===== src/rtl/rule_conf_master_pkg.sv =====
// rule_conf_master_pkg -- types and widths shared by the rule configuration layers.
// Rev 1.0
`default_nettype none

package rule_conf_master_pkg;

  localparam int RULE_ADDR_WIDTH = 32;
  localparam int RULE_DATA_WIDTH = 32;

  typedef enum logic [2:0] {
    IDLE    = 3'd0,
    ISSUE   = 3'd1,
    WR_GAP  = 3'd2,
    RD_WAIT = 3'd3,
    RESP    = 3'd4
  } conf_state_e;

endpackage

`default_nettype wire


===== src/rtl/rule_conf_master.sv =====
// rule_conf_master -- single-outstanding host request master toward the layer conf port.
// Rev 1.0
`default_nettype none

module rule_conf_master
  import rule_conf_master_pkg::*;
#(
  parameter int TIMEOUT_CYC = 16,
  parameter int WR_GAP_CYC  = 2
) (
  input  logic                       i_clk,
  input  logic                       i_rst_n,
  input  logic                       i_req_valid,
  output logic                       o_req_ready,
  input  logic                       i_req_write,
  input  logic [RULE_ADDR_WIDTH-1:0] i_req_addr,
  input  logic [RULE_DATA_WIDTH-1:0] i_req_wdata,
  output logic                       o_resp_valid,
  input  logic                       i_resp_ready,
  output logic [RULE_DATA_WIDTH-1:0] o_resp_rdata,
  output logic                       o_resp_err,
  output logic                       o_rule_wren,
  output logic                       o_rule_rden,
  output logic [RULE_ADDR_WIDTH-1:0] o_rule_addr,
  output logic [RULE_DATA_WIDTH-1:0] o_rule_wdata,
  input  logic                       i_rule_rdata_valid,
  input  logic [RULE_DATA_WIDTH-1:0] i_rule_rdata,
  output logic [15:0]                o_err_cnt
);

  localparam logic [7:0] TO_LAST  = 8'(TIMEOUT_CYC - 1);
  localparam logic [7:0] GAP_LAST = 8'(WR_GAP_CYC - 1);

  conf_state_e                state_q;
  logic                       req_ready_q;
  logic                       wr_q;
  logic                       rule_wren_q;
  logic                       rule_rden_q;
  logic [RULE_ADDR_WIDTH-1:0] rule_addr_q;
  logic [RULE_DATA_WIDTH-1:0] rule_wdata_q;
  logic                       resp_valid_q;
  logic [RULE_DATA_WIDTH-1:0] resp_rdata_q;
  logic                       resp_err_q;
  logic [7:0]                 cnt_q;
  logic [15:0]                err_cnt_q;
  logic [15:0]                err_cnt_d;

  assign err_cnt_d = (err_cnt_q == 16'hFFFF) ? err_cnt_q : err_cnt_q + 16'd1;

  always_ff @(posedge i_clk or negedge i_rst_n) begin
    if (!i_rst_n) begin
      state_q      <= IDLE;
      req_ready_q  <= 1'b0;
      wr_q         <= 1'b0;
      rule_wren_q  <= 1'b0;
      rule_rden_q  <= 1'b0;
      rule_addr_q  <= '0;
      rule_wdata_q <= '0;
      resp_valid_q <= 1'b0;
      resp_rdata_q <= '0;
      resp_err_q   <= 1'b0;
      cnt_q        <= 8'd0;
      err_cnt_q    <= 16'd0;
    end else begin
      // Strobes are single-cycle pulses that only ever cover the ISSUE cycle.
      rule_wren_q <= 1'b0;
      rule_rden_q <= 1'b0;
      case (state_q)
        IDLE: begin
          req_ready_q <= 1'b1;
          if (i_req_valid && req_ready_q) begin
            req_ready_q  <= 1'b0;
            wr_q         <= i_req_write;
            rule_addr_q  <= i_req_addr;
            rule_wdata_q <= i_req_wdata;
            rule_wren_q  <= i_req_write;
            rule_rden_q  <= !i_req_write;
            cnt_q        <= 8'd0;
            state_q      <= ISSUE;
          end
        end
        ISSUE, RD_WAIT: begin
          if (state_q == ISSUE && wr_q) begin
            cnt_q <= 8'd0;
            if (WR_GAP_CYC == 0) begin
              resp_valid_q <= 1'b1;
              resp_rdata_q <= '0;
              resp_err_q   <= 1'b0;
              state_q      <= RESP;
            end else begin
              state_q <= WR_GAP;
            end
          end else if (i_rule_rdata_valid) begin
            resp_valid_q <= 1'b1;
            resp_rdata_q <= i_rule_rdata;
            resp_err_q   <= 1'b0;
            state_q      <= RESP;
          end else if (cnt_q == TO_LAST) begin
            resp_valid_q <= 1'b1;
            resp_rdata_q <= '0;
            resp_err_q   <= 1'b1;
            err_cnt_q    <= err_cnt_d;
            state_q      <= RESP;
          end else begin
            cnt_q   <= cnt_q + 8'd1;
            state_q <= RD_WAIT;
          end
        end
        WR_GAP: begin
          if (cnt_q == GAP_LAST) begin
            resp_valid_q <= 1'b1;
            resp_rdata_q <= '0;
            resp_err_q   <= 1'b0;
            state_q      <= RESP;
          end else begin
            cnt_q <= cnt_q + 8'd1;
          end
        end
        RESP: begin
          if (i_resp_ready) begin
            resp_valid_q <= 1'b0;
            resp_rdata_q <= '0;
            resp_err_q   <= 1'b0;
            req_ready_q  <= 1'b1;
            state_q      <= IDLE;
          end
        end
        default: begin
          state_q <= IDLE;
        end
      endcase
    end
  end

  assign o_req_ready  = req_ready_q;
  assign o_resp_valid = resp_valid_q;
  assign o_resp_rdata = resp_rdata_q;
  assign o_resp_err   = resp_err_q;
  assign o_rule_wren  = rule_wren_q;
  assign o_rule_rden  = rule_rden_q;
  assign o_rule_addr  = rule_addr_q;
  assign o_rule_wdata = rule_wdata_q;
  assign o_err_cnt    = err_cnt_q;

endmodule

`default_nettype wire


===== config.mk =====
export PLATFORM = sky130hd
export DESIGN_NAME = rule_conf_master
export DESIGN_NICKNAME = d
export VERILOG_FILES = /design/src/rtl/rule_conf_master_pkg.sv /design/src/rtl/rule_conf_master.sv
export SDC_FILE = /design/constraint.sdc
export NUM_CORES = 1
export LEC_CHECK = 0
export ABC_CLOCK_PERIOD_IN_PS = 2500
export CORE_MARGIN = 5
export CORE_UTILIZATION = 44
export CTS_CLUSTER_DIAMETER = 30
export CTS_CLUSTER_SIZE = 30
export DETAILED_ROUTE_END_ITERATION = 7
export PLACE_DENSITY = 0.81
export SLEW_MARGIN = 15
export SYNTH_ARGS = -nofsm -noshare
export SYNTH_HDL_FRONTEND = slang
export SYNTH_SLANG_ARGS = --single-unit
export TNS_END_PERCENT = 100

===== constraint.sdc =====
create_clock -name i_clk -period 2.5 [get_ports i_clk]
set_input_delay 0.25 -clock i_clk [delete_from_list [all_inputs] [get_ports i_clk]]
set_output_delay 0.25 -clock i_clk [all_outputs]
set_load 0.005 [all_outputs]

==> impl_results.md <==
* Transition time at the pin with the least slew margin at 0.534 ns
* Multi-input logic area at 2030 µm²
* Class of the most critical setup path: reg -> reg
* Largest voltage drop on the vdd net at 0.781 mV
* Max-cap violation count at 0
* Delay contributed by the slowest stage of the critical path at around 0.55 ns
* Number of buffers created by CTS at 17
* Via count of the first global-routing pass at 4546
* Core Footprint at 12100 µm²
* Die Outline Area at about 15000 µm²
* Drc violations at 0
* Wire length of the first global-routing pass at 23600 µm
* CTS tree: yes
* Initial standard-cell utilization of the core at 0.452
* Synth Net Count at 537
* Post-route clock skew at 0.00788 ns
* Startpoint types: flop
* Sequential element share of the synthesized area at 0.589
* Overall routed net length at 15000 µm
* Number of nets in the layout at 770
* Count of antenna-violating nets left after detailed routing at 0
* Fill cell count at 885
* Headroom to the max-slew limit at 0.644
* # H-tree levels at 4
* Warning count from the yosys run at 0
* Antenna cells at 0
* # IOs at 219
* Placed cells at 810
* Total power at 10000 µW
* Setup slack, reg-to-reg at 0.35 ns
* PD cells at 1170 nW/µm²
* Initial antenna violation count at 0
* Kind of capture point of the worst setup path: flop
* GP Congestion at 0.897
* Row cnt at 40
* Overflow after GRT at 0
* Clock transition at the registers of the reported paths at 0.06 ns
* HP Class: in -> async
* Width of the die at 122 µm
* # port buffers at 218
* Via-per-instance ratio at roughly 4.9
* Final-layout setup total negative slack at 0 ns
* DIE HEIGHT at around 120 µm
* Vias at 4168
* Post-route fraction of the period consumed by the critical path at 0.862
* Detailed Routing Iterations Pass 1 at 4
* Number of cells on the worst reg-to-reg path at 5
* Reported leakage power at 0.00373 µW
* Fin worst setup slack at roughly 0.35 ns
* Post-synthesis cell area at 5480 µm²
* Final-layout worst hold slack at between 0.3 and 0.4 ns
* Average size of a mapped cell at 12.7 µm²
* Resized Gates After CTS at 0
* Predominant post-synthesis flop cell: dfrtp_1
* 1st-iter DRT viols at between 150 and 200
* Insertion delay to the later sink of the worst-skew pair at ~0.42 ns
* Area taken by flip-flops and latches at 3230 µm²
* Total Routing Usage GR at 0.208
* Pin count of the biggest net entering global routing at 69
* Ys async rst share at 1.00
* Root buf cell: clkbuf_16
* Post-route insts no fill at 843
* Placed wire-length estimate after detailed placement at 11300 µm
* Standard cell with the maximum stage delay on the critical path: a2111oi_4
* Start of the worst register-to-register path: state_q[1]$_DFFE_PN0P_
* Data arrival time of the critical path at roughly 2.4 ns
* Seq cells post-synth at 129
* Setup repair after global routing missed its margin: false
* Final count of hold timing violations at 0
* Highest attainable clock frequency at ~460 MHz
* Proportion of layout cells with a drive suffix above 1 at 0.176
* Shortest period the worst path allows at 2.15 ns
* Number of enable-type register cells in the synthesized netlist at 0
* Worst path cell trace: nor2b_2, or3b_1, a2111oi_4, nand4_1, xnor2_1
* Run status: finished, final reports clean
* Pre-CTS worst setup slack at 0.247 ns
* Per-cell routed wire length at 17.8 µm
* Required arrival time at the worst endpoint at between 2 and 3 ns
* Total of endpoints with negative setup slack in the final report at 0
* Clock tree sinks at 129
* Post-synthesis to final-layout area growth at 56.2%
* Number of distinct standard cells referenced by the synthesized netlist at 45
* Post-Syn Instances at 432
* Final Max Tran Viols at 0
* Worst flop-to-flop path endpoint: o_err_cnt[15]$_DFFE_PN0P_
* Max Root-Sink Buffers at 2
* Critical path fanouts, max at 8
-- area by class of cell --
class | count | share of cell area
Clock buffer | 23 | 0.0547
Inverter | 36 | 0.0158
Timing Repair Buffer | 233 | 0.273
Clock inverter | 6 | 0.0181
Sequential cell | 129 | 0.377
Tap cell | 168 | 0.0246
Multi-Input combinational cell | 248 | 0.237
-- how the worst max path moves through the flow --
stage                                 startpoint                      endpoint  slack [ns]  depth (start not counted)
after detailed placement  state_q[1]$_DFFE_PN0P_          cnt_q[7]$_DFFE_PN0P_        0.25                          5
after CTS                 state_q[1]$_DFFE_PN0P_          cnt_q[7]$_DFFE_PN0P_        0.24                          5
after global placement    state_q[1]$_DFFE_PN0P_          cnt_q[7]$_DFFE_PN0P_        0.38                          5
final                     state_q[1]$_DFFE_PN0P_     o_err_cnt[15]$_DFFE_PN0P_        0.35                          5
after floorplan             cnt_q[0]$_DFFE_PN0P_  o_resp_rdata[10]$_DFFE_PN0P_        0.45                          7
after global routing      state_q[1]$_DFFE_PN0P_     o_err_cnt[15]$_DFFE_PN0P_        0.23                          5
-- cell usage in the layout (no fill, tap or decap), types with 3 or more instances in the layout --
| cell | instances |
|---|---|
| nor3_1 | 3 |
| bufinv_16 | 5 |
| clkbuf_1 | 4 |
| mux2_2 | 66 |
| buf_12 | 3 |
| o211ai_1 | 3 |
| nand2_1 | 40 |
| a21oi_1 | 9 |
| or3_1 | 3 |
| ha_1 | 3 |
| clkbuf_16 | 17 |
| and2_1 | 3 |
| xnor2_1 | 11 |
| and3_1 | 5 |
| buf_4 | 12 |
| xor2_1 | 6 |
| clkdlybuf4s50_1 | 217 |
| dfrtp_1 | 129 |
| nand3_1 | 8 |
| o21ai_0 | 3 |
| nor2_1 | 14 |
| mux2i_1 | 32 |
| nand4_1 | 7 |
| nor2b_1 | 3 |
| inv_1 | 36 |
-- metal layers --
layer	global-route usage	vias to the layer above	wire, µm
met5	0	-	0
met4	0.0714	0	311
met3	0.116	24	1700
met2	0.349	170	7460
met1	0.223	2031	5540
li1	-	1943	-
-- cells in the mapped netlist, drive strengths merged, types with 2 or more instances --
library cell | n | area (µm²)
nor4 | 2 | 25.0
ha | 3 | 37.5
or3 | 3 | 18.8
buf | 11 | 77.6
xnor2 | 11 | 96.3
nor2 | 16 | 65.1
and3 | 5 | 31.3
nand3 | 8 | 40.0
dfrtp | 129 | 3230
mux2i | 32 | 320
and2 | 3 | 18.8
mux2 | 66 | 743
o21ai | 4 | 23.8
nand4 | 7 | 43.8
nor3 | 4 | 25.0
o211ai | 3 | 22.5
clkbuf | 8 | 30.0
o21bai | 2 | 15.0
a2111oi | 2 | 55.1
a21o | 2 | 15.0
nand2 | 41 | 156
inv | 36 | 135
xor2 | 6 | 52.6
or4b | 2 | 27.5
a21oi | 9 | 45.0
nor2b | 5 | 33.8
-- per-stage QoR --
stage          cell area [µm²]   util
2_1_floorplan             5480      -
3_3_place_gp              7900  0.652
3_5_place_dp              7900  0.652
4_1_cts                   8530  0.704
5_1_grt                   8550  0.706
6_report                  8550  0.706
-- critical path: cells and delay by family, from the launching register on --
kind	cells	cell delay (ns)
flip-flops	1	0.51
XOR/XNOR	1	0.16
AND/OR/NAND/NOR	3	0.81
AO/OA/AOI/OAI	1	0.55
-- sequential cells by signal (all words and copies together), names as in the netlist --
| register | cells |
|---|---|
| o_resp_rdata | 32 |
| o_rule_addr | 32 |
| o_rule_wdata | 32 |
| o_err_cnt | 16 |
| cnt_q | 8 |
| state_q | 3 |
| o_req_ready | 1 |
| o_resp_err | 1 |
| o_resp_valid | 1 |
| o_rule_rden | 1 |
| o_rule_wren | 1 |
| wr_q | 1 |
-- logic make-up (layout without fill, tap and decap cells) --
kind of cell    count (synthesis)  after routing  share of synthesized area
buf+inv                        55            298                     0.0443
mux                            98             98                      0.194
xor+xnor                       17             17                     0.0272
compound gates                 29             29                     0.0423
simple gates                  101            101                     0.0959
flops                         129            129                      0.589
fa+ha+maj                       3              3                    0.00685
-- power breakdown --
group	internal (µW)	switching, µW	total [µW]
registers	2870	468	3340
clock network	1800	840	2640
logic	2480	1560	4030
total	7150	2860	10000
-- timing repair --
item / in CTS / in global routing
hold buffers: 1 / 0
buffers inserted: 0 / 3
setup endpoints to repair: 0 / 1
hold endpoints to repair: 31 / 0
(Power assumes the default switching activity.)
